[config.mk]
export PLATFORM = sky130hd
export DESIGN_NAME = prime_display
export DESIGN_NICKNAME = d
export VERILOG_FILES = /design/src/rtl/prime_display.sv
export SDC_FILE = /design/constraint.sdc
export NUM_CORES = 1
export LEC_CHECK = 0
export CAP_MARGIN = 15
export CELL_PAD_IN_SITES_DETAIL_PLACEMENT = 1
export CELL_PAD_IN_SITES_GLOBAL_PLACEMENT = 2
export CORE_MARGIN = 3
export CORE_UTILIZATION = 34
export DETAILED_ROUTE_END_ITERATION = 10
export PLACE_DENSITY = 0.8
export SLEW_MARGIN = 25
export SYNTH_ARGS = -nofsm -noshare
export SYNTH_HDL_FRONTEND = slang
export SYNTH_SLANG_ARGS = --single-unit
export TNS_END_PERCENT = 30
[constraint.sdc]
create_clock -name clk -period 2.61 [get_ports clk]
set_input_delay 0.261 -clock clk [delete_from_list [all_inputs] [get_ports clk]]
set_output_delay 0.261 -clock clk [all_outputs]
set_load 0.02 [all_outputs]
[src/rtl/prime_display.sv]
// prime_display: checks a prime-counter sequence (2,3,5,7,11,13), counts laps
// and drives a two-digit multiplexed seven-segment display of the last sample.
module prime_display #(
   parameter int unsigned REFRESH_DIV = 4
) (
   input  logic       clk,
   input  logic       rst,
   input  logic       sample_en,
   input  logic [3:0] qn,
   output logic [6:0] seg,
   output logic [1:0] an,
   output logic [3:0] cur_val,
   output logic [7:0] lap_cnt,
   output logic       seq_err
);

   localparam int unsigned CNT_W = 16;
   localparam logic [CNT_W-1:0] CNT_LAST = CNT_W'(REFRESH_DIV - 1);
   localparam logic [6:0] SEG_BLANK = 7'b0000000;

   logic [3:0]       cur_val_q,   cur_val_d;
   logic             have_prev_q, have_prev_d;
   logic             seq_err_q,   seq_err_d;
   logic [7:0]       lap_cnt_q,   lap_cnt_d;
   logic [CNT_W-1:0] refresh_q,   refresh_d;
   logic             digit_sel_q, digit_sel_d;
   logic [1:0]       an_q,        an_d;
   logic [6:0]       seg_q,       seg_d;

   logic             tens_c;
   logic [3:0]       ones_c;

   // Membership in the legal prime set.
   function automatic logic is_legal(input logic [3:0] v);
      case (v)
         4'd2, 4'd3, 4'd5, 4'd7, 4'd11, 4'd13: is_legal = 1'b1;
         default:                              is_legal = 1'b0;
      endcase
   endfunction

   // True when nxt is the legal successor of prev (13 wraps to 2).
   function automatic logic legal_next(input logic [3:0] prev, input logic [3:0] nxt);
      case (prev)
         4'd2:    legal_next = (nxt == 4'd3);
         4'd3:    legal_next = (nxt == 4'd5);
         4'd5:    legal_next = (nxt == 4'd7);
         4'd7:    legal_next = (nxt == 4'd11);
         4'd11:   legal_next = (nxt == 4'd13);
         4'd13:   legal_next = (nxt == 4'd2);
         default: legal_next = 1'b0;
      endcase
   endfunction

   // Active-high abcdefg code; values above 9 are blank.
   function automatic logic [6:0] seg_code(input logic [3:0] d);
      case (d)
         4'd0:    seg_code = 7'b1111110;
         4'd1:    seg_code = 7'b0110000;
         4'd2:    seg_code = 7'b1101101;
         4'd3:    seg_code = 7'b1111001;
         4'd4:    seg_code = 7'b0110011;
         4'd5:    seg_code = 7'b1011011;
         4'd6:    seg_code = 7'b1011111;
         4'd7:    seg_code = 7'b1110000;
         4'd8:    seg_code = 7'b1111111;
         4'd9:    seg_code = 7'b1111011;
         default: seg_code = SEG_BLANK;
      endcase
   endfunction

   // Next-state logic: sample capture, sequence check, lap count, scan and display.
   always_comb begin
      cur_val_d   = cur_val_q;
      have_prev_d = have_prev_q;
      seq_err_d   = seq_err_q;
      lap_cnt_d   = lap_cnt_q;
      refresh_d   = refresh_q;
      digit_sel_d = digit_sel_q;
      an_d        = an_q;
      seg_d       = seg_q;
      tens_c      = 1'b0;
      ones_c      = cur_val_q;

      if (sample_en) begin
         cur_val_d   = qn;
         have_prev_d = 1'b1;
         if (have_prev_q) begin
            if (!legal_next(cur_val_q, qn)) begin
               seq_err_d = 1'b1;
            end
            if ((cur_val_q == 4'd13) && (qn == 4'd2) && (lap_cnt_q != 8'hFF)) begin
               lap_cnt_d = lap_cnt_q + 8'd1;
            end
         end else if (!is_legal(qn)) begin
            seq_err_d = 1'b1;
         end
      end

      if (refresh_q == CNT_LAST) begin
         refresh_d   = '0;
         digit_sel_d = ~digit_sel_q;
      end else begin
         refresh_d   = refresh_q + CNT_W'(1);
      end

      if (cur_val_q >= 4'd10) begin
         tens_c = 1'b1;
         ones_c = cur_val_q - 4'd10;
      end

      // an and seg both follow the current digit_sel so they stay paired.
      an_d = digit_sel_q ? 2'b10 : 2'b01;
      if (!have_prev_q) begin
         seg_d = SEG_BLANK;
      end else if (digit_sel_q) begin
         seg_d = tens_c ? seg_code(4'd1) : SEG_BLANK;
      end else begin
         seg_d = seg_code(ones_c);
      end
   end

   // State registers with synchronous reset overriding everything else.
   always_ff @(posedge clk) begin
      if (rst) begin
         cur_val_q   <= 4'd0;
         have_prev_q <= 1'b0;
         seq_err_q   <= 1'b0;
         lap_cnt_q   <= 8'd0;
         refresh_q   <= '0;
         digit_sel_q <= 1'b0;
         an_q        <= 2'b01;
         seg_q       <= SEG_BLANK;
      end else begin
         cur_val_q   <= cur_val_d;
         have_prev_q <= have_prev_d;
         seq_err_q   <= seq_err_d;
         lap_cnt_q   <= lap_cnt_d;
         refresh_q   <= refresh_d;
         digit_sel_q <= digit_sel_d;
         an_q        <= an_d;
         seg_q       <= seg_d;
      end
   end

   assign seg     = seg_q;
   assign an      = an_q;
   assign cur_val = cur_val_q;
   assign lap_cnt = lap_cnt_q;
   assign seq_err = seq_err_q;

endmodule

==> run summary <==
status: complete, no violations
final wirelength: 4260 um
wire per inst: 13.0 um
Max Cap Viol: 0
post_cts resized: 0
worst-case reg-to-reg path depth: 5
clock-pin slew of the registers on the worst-case setup and hold paths: 0.08 ns
grt ovf: 0
Hold Crit Class: reg2reg
reg2reg end: lap_cnt[4]
Detailed Place HPWL: 3140 um
Critical Path AT: 2.09 ns
Placer Congestion: 0.712
Adder-Cell Fraction of Synth Area: 3.95%
mux share of post-synthesis cell area: 2.11%
layout cells sized above 1: 5.84%
area of placed instances: 2260 um^2
fin crit period: 1.90 ns
worst setup margin: 0.706 ns
Pins Over Slew Limit: 0
global-route wire length before repair: 7610 um
cts hold-fix bufs: 0
Port Buffer Count: 28
RSZ-0062 raised after global routing: no
worst-skew pair later-pin latency: 0.29 ns
Initial DRC Count: 44
final setup violation count: 0
largest net degree at the start of global routing: 17
CTS tree: yes
vias in the first global route: 1658
final hold violations: 0
Simple-Gate Fraction of Synth Area: 29.1%
Synth Area in Compound Gates: 8.82%
largest family of logic cells by synthesized area: simple AND/OR/NAND/NOR gates
num ports: 29
first-pass iteration count of the detailed router: 4
Root Driver: clkbuf_8
critical path capture point type: flip-flop
Pwr Density: 567 nW/um^2
Initial Util: 36.1%
CTS Buf Count: 5
Area Growth Syn to Fin: 25.7%
Fmax achieved: 0.525 GHz
worst-path fanout max: 8
Mapped Area: 1900 um^2
Final Cycle Share: 73.0%
r2r setup slk: 0.73 ns
worst-margin pin slew: 0.477 ns
Die Span X: 80.8 um
Die ar.: 6530 um^2
CP required: 2.80 ns
drt via density: 4.93
Fill cells: 646
initial antenna violation count: 0
row count: 26
Register Area: 801 um^2
Worst slew margin: 68.0%
WHS Path Cells: 1
critical path launch point: qn[1]
last element of the critical path: lap_cnt[4]
Core ar.: 5270 um^2
DRC: 0
Fin Setup TNS: 0 ns
Net Count, Synth: 239
Max Buffers Root-to-Sink: 2
Yosys cell types: 39
total track usage: 14.9%
Vias: 1612
Avg Inst Size Synth: 8.42 um^2
Post-DRT Antenna Nets: 0
area of the multi-input gates: 1040 um^2
register bit total from synthesis: 40
Die Y: 80.8 um
CTS Sinks: 40
startpoint class of the critical path: input pin
H-tree depth: 2
static leakage: 0.892 nW
Max rail drop VDD: 316 uV
Seq/Total Area, Yosys: 42.1%
CP Class: in2reg
antenna cells: 0
worst r2r src: cur_val[3]
pre-CTS setup slack: 0.395 ns
post-CTS setup buffers: 0
Synth Warn #: 0
NumNets Final: 269
design area: 2390 um^2
XOR/XNOR share of the synthesized area: 10.6%
post-synthesis cell count: 226
Final Skew: 0.00440 ns
==> state kept, by name, indices dropped and copies added, names as in the netlist <==
| signal | cells |
|---|---|
| refresh_q | 16 |
| have_prev_q | 1 |
| seq_err | 1 |
| cur_val | 4 |
| an | 2 |
| lap_cnt | 8 |
| digit_sel_q | 1 |
| seg | 7 |
==> per-layer routing <==
metal | vias up | wire [um] | track usage, %
met3 | 5 | 182 | 4.32
met5 | - | 0 | 0
li1 | 831 | - | -
met4 | 0 | 56 | 4.05
met1 | 756 | 1980 | 18.3
met2 | 20 | 2050 | 25.6
==> layout make-up <==
type | count | area share, %
Inverter | 7 | 1.10
Clock inverter | 1 | 1.26
Multi-Input combinational cell | 170 | 43.5
Sequential cell | 40 | 33.5
Timing Repair Buffer | 32 | 13.0
Clock buffer | 7 | 4.03
Tap cell | 70 | 3.66
==> cell usage after synthesis, drive strengths merged <==
master | instances | area share (%)
nor2 | 44 | 8.7
dfxtp | 40 | 42
nand3 | 16 | 4.2
xor2 | 15 | 6.9
nand2 | 13 | 2.6
a21oi | 10 | 2.6
nand4 | 8 | 2.6
xnor2 | 8 | 3.7
clkbuf | 7 | 1.4
inv | 7 | 1.4
ha | 6 | 3.9
nand2b | 6 | 2.1
nor3 | 5 | 1.3
o21ai | 5 | 1.3
mux2i | 4 | 2.1
nor4 | 4 | 2.1
and2 | 3 | 0.99
and3 | 3 | 0.99
o21a | 3 | 1.2
buf | 2 | 0.53
nand3b | 2 | 0.79
or3b | 2 | 1.1
a211oi | 1 | 0.39
a21boi | 1 | 0.39
a21o | 1 | 0.39
a22oi | 1 | 0.39
a31oi | 1 | 0.33
and4 | 1 | 0.46
nand4b | 1 | 0.46
nor4b | 1 | 0.46
o22ai | 1 | 0.33
o311a | 1 | 0.53
o31a | 1 | 0.46
o32ai | 1 | 0.46
or3 | 1 | 0.33
==> kinds of logic after synthesis <==
kind of cell,after synthesis
buffers and inverters,16
AO/OA/AOI/OAI,27
XOR/XNOR,23
flip-flops,40
adder cells (fa/ha/maj),6
AND/OR/NAND/NOR,110
multiplexers,4
==> critical path: stages <==
cell and delay [ns]:
clkdlybuf4s50_1 0.56, or3b_4 0.43, nor4_4 0.44, nand4_1 0.17
xor2_1 0.18, nor2_1 0.05
==> power by group <==
part | total, mW | internal, mW | switching, mW | leakage, nW
sequential | 0.652 | 0.631 | 0.0212 | 0.325
clock | 0.552 | 0.337 | 0.214 | 0.0645
combinational | 0.152 | 0.0695 | 0.0828 | 0.503
total | 1.36 | 1.04 | 0.318 | 0.892
==> cells in the final DEF, fill, tap and decap left out, types with 2 or more instances in the layout <==
master	instances
nand4_1	8
nand3b_1	2
a21oi_1	10
dfxtp_1	40
nor2_1	44
xor2_1	15
ha_1	6
inv_1	7
xnor2_1	8
o21a_1	3
nor4_1	3
nand2b_1	5
nand3_1	16
nand2_1	13
clkdlybuf4s50_1	28
clkbuf_8	7
nor3_1	5
o21ai_1	2
and3_1	3
buf_4	4
and2_1	3
mux2i_1	4
o21ai_0	3
==> worst min-delay path by stage <==
stage | startpoint | end
3_5_place_dp | refresh_q[0] | refresh_q[0]
2_1_floorplan | qn[0] | cur_val[0]
5_1_grt | seq_err | seq_err
4_1_cts | refresh_q[0] | refresh_q[0]
3_3_place_gp | refresh_q[0] | refresh_q[0]
6_report | refresh_q[0] | refresh_q[0]
==> metrics by stage <==
stage | std cells | total power [mW] | hold WS (ns) | util (%)
floorplan | 226 | 0.758 | 0.408 | -
global placement | 319 | 0.819 | 0.449 | 42.9
detailed placement | 319 | 0.821 | 0.457 | 42.9
CTS | 327 | 1.38 | 0.475 | 45.3
global route | 327 | 1.43 | 0.529 | 45.3
finish | 327 | 1.36 | 0.468 | 45.3
Note: power is estimated with default switching activity, not from simulation.
